$ cat src/rtl/aes_bram_pkg.sv
// Shared types and constants for the AES BRAM responder.
// FSM state encoding, byte-enable constant and default sizing.
package aes_bram_pkg;

    typedef enum logic [2:0] {
        IDLE,
        RD_ISSUE,
        RD_WAIT,
        WR_ISSUE,
        DONE,
        RELEASE
    } state_t;

    localparam logic [3:0] WE_ALL = 4'hF;
    localparam int DEF_READ_LATENCY = 1;
    localparam int DEF_MEM_BYTES = 4096;

endpackage

$ cat src/rtl/aes_bram_responder_if.sv
// Request/response bundle between the AES core and the BRAM responder.
// master = AES initiator, slave = responder.
interface aes_bram_responder_if;

    logic        aes_start_read;
    logic        aes_start_write;
    logic [31:0] aes_bram_addr;
    logic [31:0] aes_bram_write_data;
    logic [31:0] aes_bram_read_data;
    logic        bram_complete;
    logic        resp_err;

    modport master (
        output aes_start_read,
        output aes_start_write,
        output aes_bram_addr,
        output aes_bram_write_data,
        input  aes_bram_read_data,
        input  bram_complete,
        input  resp_err
    );

    modport slave (
        input  aes_start_read,
        input  aes_start_write,
        input  aes_bram_addr,
        input  aes_bram_write_data,
        output aes_bram_read_data,
        output bram_complete,
        output resp_err
    );

endinterface

$ cat src/rtl/aes_bram_responder.sv
// Level-request to BRAM-port responder with one completion pulse per request.
// Optional macro AES_BRAM_ADDR_CHECK_EN rejects misaligned/out-of-range addresses.
module aes_bram_responder
    import aes_bram_pkg::*;
#(
    parameter int READ_LATENCY = DEF_READ_LATENCY,
    parameter int MEM_BYTES    = DEF_MEM_BYTES
) (
    input  logic                 aes_clk,
    input  logic                 aes_rst_n,
    aes_bram_responder_if.slave  req,
    output logic                 bram_en,
    output logic [3:0]           bram_we,
    output logic [31:0]          bram_addr,
    output logic [31:0]          bram_din,
    input  logic [31:0]          bram_dout
);

    localparam int AW = $clog2(MEM_BYTES);

    state_t      state;
    state_t      state_n;
    logic [1:0]  cnt;
    logic        rd_last;
    logic        bad;
    logic [31:0] addr_word;

    // Word-aligned address wrapped into the BRAM
    assign addr_word = {{(32-AW){1'b0}}, req.aes_bram_addr[AW-1:2], 2'b00};
    assign rd_last   = (cnt == 2'(READ_LATENCY - 1));

`ifdef AES_BRAM_ADDR_CHECK_EN
    assign bad = (req.aes_bram_addr[1:0] != 2'b00) ||
                 (req.aes_bram_addr >= 32'(MEM_BYTES));
`else
    assign bad = 1'b0;
`endif

    always_comb begin
        state_n = state;
        unique case (state)
            IDLE: begin
                if (req.aes_start_read)
                    state_n = bad ? DONE : RD_ISSUE;
                else if (req.aes_start_write)
                    state_n = bad ? DONE : WR_ISSUE;
            end
            RD_ISSUE: state_n = RD_WAIT;
            RD_WAIT:  if (rd_last) state_n = DONE;
            WR_ISSUE: state_n = DONE;
            DONE:     state_n = RELEASE;
            RELEASE: begin
                if (!req.aes_start_read && !req.aes_start_write)
                    state_n = IDLE;
            end
            default:  state_n = IDLE;
        endcase
    end

    always_ff @(posedge aes_clk or negedge aes_rst_n) begin
        if (!aes_rst_n) begin
            state                  <= IDLE;
            cnt                    <= '0;
            bram_en                <= 1'b0;
            bram_we                <= '0;
            bram_addr              <= '0;
            bram_din               <= '0;
            req.aes_bram_read_data <= '0;
            req.bram_complete      <= 1'b0;
        end else begin
            state             <= state_n;
            bram_en           <= (state_n == RD_ISSUE) || (state_n == WR_ISSUE);
            bram_we           <= (state_n == WR_ISSUE) ? WE_ALL : 4'h0;
            req.bram_complete <= (state_n == DONE);
            cnt               <= (state == RD_WAIT) ? cnt + 2'd1 : 2'd0;
            if (state == IDLE && (state_n == RD_ISSUE || state_n == WR_ISSUE)) begin
                bram_addr <= addr_word;
                bram_din  <= req.aes_bram_write_data;
            end
            if (state == RD_WAIT && rd_last)
                req.aes_bram_read_data <= bram_dout;
        end
    end

`ifdef AES_BRAM_ADDR_CHECK_EN
    // Only a rejected request jumps straight from IDLE to DONE
    always_ff @(posedge aes_clk or negedge aes_rst_n) begin
        if (!aes_rst_n)
            req.resp_err <= 1'b0;
        else
            req.resp_err <= (state == IDLE) && (state_n == DONE);
    end
`else
    assign req.resp_err = 1'b0;
`endif

endmodule

$ cat src/flat_wrapper.sv
// flat-port wrapper written by rule: the top's interface ports become plain ports
module aes_bram_responder_flat import aes_bram_pkg::*;
#(
    parameter int READ_LATENCY = DEF_READ_LATENCY,
    parameter int MEM_BYTES    = DEF_MEM_BYTES
)
  (aes_clk, aes_rst_n, bram_en, bram_we, bram_addr, bram_din, bram_dout, req_aes_start_read, req_aes_start_write, req_aes_bram_addr, req_aes_bram_write_data, req_aes_bram_read_data, req_bram_complete, req_resp_err);
  aes_bram_responder_if req_i ();
  input  logic aes_clk;
  input  logic aes_rst_n;
  output logic bram_en;
  output logic [3:0] bram_we;
  output logic [31:0] bram_addr;
  output logic [31:0] bram_din;
  input  logic [31:0] bram_dout;
  input wire logic [$bits(req_i.aes_start_read)-1:0] req_aes_start_read;
  input wire logic [$bits(req_i.aes_start_write)-1:0] req_aes_start_write;
  input wire logic [$bits(req_i.aes_bram_addr)-1:0] req_aes_bram_addr;
  input wire logic [$bits(req_i.aes_bram_write_data)-1:0] req_aes_bram_write_data;
  output wire logic [$bits(req_i.aes_bram_read_data)-1:0] req_aes_bram_read_data;
  output wire logic [$bits(req_i.bram_complete)-1:0] req_bram_complete;
  output wire logic [$bits(req_i.resp_err)-1:0] req_resp_err;
  assign req_i.aes_start_read = req_aes_start_read;
  assign req_i.aes_start_write = req_aes_start_write;
  assign req_i.aes_bram_addr = req_aes_bram_addr;
  assign req_i.aes_bram_write_data = req_aes_bram_write_data;
  assign req_aes_bram_read_data = req_i.aes_bram_read_data;
  assign req_bram_complete = req_i.bram_complete;
  assign req_resp_err = req_i.resp_err;
  aes_bram_responder #(.READ_LATENCY(READ_LATENCY), .MEM_BYTES(MEM_BYTES)) u_core (.aes_clk(aes_clk), .aes_rst_n(aes_rst_n), .req(req_i), .bram_en(bram_en), .bram_we(bram_we), .bram_addr(bram_addr), .bram_din(bram_din), .bram_dout(bram_dout));
endmodule
$ cat config.mk
export PLATFORM = sky130hd
export DESIGN_NAME = aes_bram_responder_flat
export DESIGN_NICKNAME = d
export VERILOG_FILES = /design/src/rtl/aes_bram_pkg.sv /design/src/rtl/aes_bram_responder_if.sv /design/src/rtl/aes_bram_responder.sv /design/src/flat_wrapper.sv
export SDC_FILE = /design/constraint.sdc
export NUM_CORES = 1
export LEC_CHECK = 0
export CAP_MARGIN = 40
export CORE_ASPECT_RATIO = 0.5
export CORE_MARGIN = 1
export CORE_UTILIZATION = 41
export CTS_CLUSTER_DIAMETER = 30
export CTS_CLUSTER_SIZE = 25
export DETAILED_ROUTE_END_ITERATION = 8
export PLACE_DENSITY = 0.86
export REMOVE_ABC_BUFFERS = 1
export SLEW_MARGIN = 20
export SYNTH_ARGS = -nofsm -noshare
export SYNTH_HDL_FRONTEND = slang
export SYNTH_SLANG_ARGS = --single-unit
$ cat constraint.sdc
create_clock -name aes_clk -period 3.8 [get_ports aes_clk]
set_input_delay 0.76 -clock aes_clk [delete_from_list [all_inputs] [get_ports aes_clk]]
set_output_delay 0.76 -clock aes_clk [all_outputs]
set_load 0.03 [all_outputs]
; Yosys cells after proc, flatten, opt, wreduce, memory -nomap -nowiden
; Cells that the tools add are included.
; W data, S select, Z words.
[totals]
ff_bits = 85
input_bits = 100
out_inout_bits = 103
elab_cells = 32
[classes]
add_sub_neg = 1
n_eq_ne = 8
muxes = 7
n_reduce_logical = 8
[ops]
columns = op, count
row1 = $pmux W3 S6, 1
row2 = $mux W3, 4
row3 = $eq A3 B2 Y1 const B, 3
row4 = $eq A3 B3 Y1 const B, 3
row5 = $eq A3 B1 Y1 const B, 2
row6 = $mux W4, 1
row7 = $logic_and A1 B1 Y1, 3
row8 = $logic_not A3 Y1, 1
row9 = $add A2 B1 Y2 const B, 1
row10 = $logic_not A1 Y1, 2
row11 = $logic_not A2 Y1, 1
row12 = $mux W2, 1
row13 = $logic_or A1 B1 Y1, 1

; Longest topological paths before layout
[depth]
depth_word = 7
mapped_depth = 6
ltp_nobuf = 5

; Worst setup path before layout
; No wires, ideal clock.
[synth_timing]
kind = input -> register
start = in req_aes_start_read
end = reg u_core.bram_addr[11]
setup_ns = 0.125
t_arrival_ns = 1.714
required_ns = 3.675
setup_slack_ns = 1.961
path_stages = 4
path_buffers = 1
path_cell_list = nor2_1 nor4_4 buf_6 mux2_4
[synth_via]
elab_chain_len = 7
word_cells_on_any_way = 9
cone_classes = eq/ne (2) / mux (3) / reduce/logical (4)
[synth_rtl]
columns = element, line
row1 = "start, declared", flat_wrapper.sv:16  ; input wire logic [$bits(req_i.aes_start_read)-1:0] req_aes_start_read;
row2 = $logic_not A1 Y1, aes_bram_responder.sv:53  ; if (!req.aes_start_read && !req.aes_start_write)
row3 = $logic_and A1 B1 Y1, aes_bram_responder.sv:53
row4 = $mux W3, aes_bram_responder.sv:53
row5 = $pmux W3 S6 (*), aes_bram_responder.sv:41  ; unique case (state)
row6 = $eq A3 B1 Y1 / $eq A3 B2 Y1 (equally long branches), aes_bram_responder.sv:76  ; if (state == IDLE && (state_n == RD_ISSUE || state_n == WR_ISSUE)) begin
row7 = $logic_or A1 B1 Y1 (*), aes_bram_responder.sv:76
row8 = $logic_and A1 B1 Y1 (*), aes_bram_responder.sv:76
row9 = "end signal, assigned", aes_bram_responder.sv:77  ; bram_addr <= addr_word;
row10 = "end, declared", aes_bram_responder.sv:14  ; output logic [31:0] bram_addr,
; Mark *: on every way between the ends. The rest lies on a longest branch, timed or not.
; A chain may end at the register's enable or synchronous reset.

; Final worst setup path
[layout_timing]
start = reg u_core.bram_we[2]
end = out bram_we[2]
[layout_lines]
columns = element, line
row1 = "start, declared", aes_bram_responder.sv:13  ; output logic [3:0] bram_we,
row2 = "start signal, assigned", aes_bram_responder.sv:73  ; bram_we <= (state_n == WR_ISSUE) ? WE_ALL : 4'h0;
row3 = "end, declared", flat_wrapper.sv:12  ; output logic [3:0] bram_we;
; No word-level cell between the ends.

==> results by group <==
Status
  • Status: complete, no violations

Detailed routing
  • Vias per cell: 4.64
  • Drt pass-1 iters: 4
  • WL/cell: 17.6 um
  • Detailed-route via count: 2265
  • Initial drt markers: 111
  • DRT antenna net count: 0
  • DRC Markers: 0
  • Final WL: 8570 um

Setup path
  • Crit start category: flop
  • Critical path class: flop to output pin
  • Crit path arrival time: between 1 and 1.5 ns
  • Max incr delay on CP: between 0.7 and 0.8 ns
  • Crit-path max FO: 4
  • Cell family with most CP delay: buffers and inverters
  • Worst Reg-to-Reg Cells: 3
  • CP endpoint kind: output pin
  • Required @ worst endpoint: 3.04 ns
  • Cell Chain, Critical Path: clkdlybuf4s50_1
  • Worst setup path start: u_core.bram_we[2]
  • Buf/Inv on CP: 1
  • Levels on crit path: 1
  • R2R Path Start: u_core.state[1]
  • CP max stage cell: clkdlybuf4s50_1

Logic synthesis
  • Syn avg cell area: ~16 um^2
  • Cell count after synthesis: 213
  • Register area share after synthesis: 0.593
  • Unique masters post-synth: 22
  • Register bit total from synthesis: 82
  • Syn Std Cell Area: ~3500 um^2
  • Post-synth EDFFs: 0
  • Prevailing post-synth register cell: dfrtp_1
  • Asr flop ratio synth: 1.00
  • Syn. warnings: 0

Pwr
  • Sw frac: 0.385
  • Pwr/cell area: roughly 1000 nW/um^2
  • Net Switching: 2.05 mW
  • Clock Power Share: 0.161
  • Pint: between 3 and 4 mW
  • Leak pwr: ~2.3 nW
  • Maximum vdd ir drop: 0.446 mV
  • Comb pwr share: 0.539
  • Seq pwr share: 0.300

GRT
  • Total congestion overflow: 0
  • Vias in the first global route: approximately 2400
  • Largest net degree at the start of global routing: 58
  • Initial antenna violation count: 0
  • First-pass GRT wire length: 13300 um
  • GRT Total Usage: 0.201

Placement
  • Post-Place Worst Slack: 1.36 ns
  • GPL Wtd Cong: between 0.7 and 0.8
  • Post-DP HPWL: between 5000 and 6000 um
  • I/O Buffers: between 150 and 200

Timing
  • Clk_skew: 0.00739 ns
  • Fin. max-slew vios: 0
  • Final worst slack: about 1.6 ns
  • RSZ-0062 raised after global routing: no
  • Final hold violations: 0
  • Setup violations, final: 0
  • Minimum clock period: between 2 and 2.5 ns
  • Fmax: around 450 MHz
  • Crit share post-route: 0.581
  • Final setup TNS: 0 ns

Floorplan
  • Boundary Pins: about 200
  • Core area: slightly above 8000 um^2
  • Die width: roughly 130 um
  • Die Area: between 8000 and 9000 um^2
  • Site row count: 23
  • Die Y: approximately 67 um
  • Initial Util: 0.428

Layout
  • Diodes inserted: 0
  • # fillers: roughly 580
  • Area grow syn2layout: 53.8%
  • # nets final: approximately 470
  • Ratio of cells with drive above 1 in the final layout: 0.261

CTS
  • Gates resized, CTS repair: 0
  • CTS tree: built
  • CTS Sinks: 82
  • Bufs on Longest Clock Path: 2
  • Clk Latency, worst-skew pair: 0.33 ns
  • Inserted Clock Buffers: 9
  • Hold Buf Count CTS: 0
  • Max H-tree Level: 3
  • CTS clock-pin slew for the worst setup and hold paths: ~0.060 ns
  • Root Driver: clkbuf_16
  • Post CTS Setup Buffer Count: 0

Min path
  • Hold WC Path Type: input port to asynchronous set/reset pin

Flow run
  • Max cap viols: 0
[stage by stage]
stage                     instance area [um^2]  utilization  total power [mW]  std cells  hold slack (ns)
final                                     5320        0.658              5.32        488            0.343
after global routing                      5320        0.658              5.56        488            0.358
after CTS                                 5320        0.658              5.38        488            0.344
after detailed placement                  5020        0.621              4.47        472            0.484
after global placement                    4990        0.617              4.37        471            0.467
after floorplan                           3260            -              3.32        199            0.464
[path summary, 6_finish.rpt]
check,to,slack [ns]
max,bram_we[2],1.59
min,u_core.bram_din[22],0.34
max reg2reg,u_core.bram_din[5],2.00
min reg2reg,u_core.req.aes_bram_read_data[4],0.49
max in group asynchronous,u_core.req.aes_bram_read_data[8],2.87
min in group aes_clk,u_core.req.aes_bram_read_data[4],0.49
[worst reg2reg max path, stage by stage, from the launching register on]
cell	delay, ns
dfrtp_1	0.51
nor4_4	0.36
buf_4	0.43
mux2_2	0.39
[Yosys cell counts (3+ instances only)]
cell | instances | area [um^2]
mux2_2 | 34 | 383
mux2_4 | 39 | 586
buf_6 | 5 | 56.3
dfrtp_1 | 82 | 2050
inv_1 | 3 | 11.3
buf_4 | 29 | 218
and3_2 | 3 | 22.5
nor2_1 | 4 | 15.0
[kinds of logic after synthesis]
family,after synthesis,share of synthesized area
AO/OA/AOI/OAI,3,0.00687
adder cells (fa/ha/maj),2,0.00651
buffers and inverters,39,0.0853
flip-flops,82,0.593
multiplexers,74,0.283
other,1,0.00108
AND/OR/NAND/NOR,12,0.0242
[final cells by class]
cell class              instances  area (um^2)  share of cell area
clock inverters                 1         5.00            0.000941
multi-input cells             114         1200               0.225
well taps                     112          140              0.0263
flip-flops and latches         82         2050               0.386
clock buffers                  15          298              0.0560
repair buffers                161         1620               0.304
inverters                       3         11.3             0.00212
[flip-flops by register name (all words and copies together), names as in the netlist]
signal and flops:
u_core.req.bram_complete 1, u_core.bram_addr 10, u_core.bram_din 32, u_core.bram_we 1, u_core.cnt 2, u_core.bram_en 1
u_core.state 3, u_core.req.aes_bram_read_data 32
[power by group through the flow]
stage                     Sequential, mW  Combinational [mW]  Clock, mW
final                               1.59                2.87      0.857
after CTS                           1.60                2.90      0.877
after global routing                1.65                2.99      0.915
after detailed placement            1.60                2.87          0
after floorplan                     2.41               0.913          0
after global placement              1.56                2.81          0
[metal layers]
layer	share of wire	track usage	routed length, um
met5	0	0	0
met4	0.037	0.115	318
met3	0.039	0.0540	331
met2	0.55	0.377	4710
met1	0.37	0.209	3210
[layout by cell type, fill, tap and decap left out, drive strengths merged]
cell type / netlist / layout
ha: 1 / 1
inv: 3 / 3
clkdlybuf4s50: 0 / 156
or2: 1 / 1
maj3: 1 / 1
a21o: 1 / 1
nor2: 4 / 4
buf: 35 / 5
and3: 4 / 4
clkinv: 0 / 1
dfrtp: 82 / 82
clkbuf: 1 / 15
nand2b: 1 / 1
o21bai: 1 / 1
a221oi: 1 / 1
mux2: 74 / 74
conb: 1 / 23
nor4: 2 / 2
Note: power is estimated with default switching activity, not from simulation.
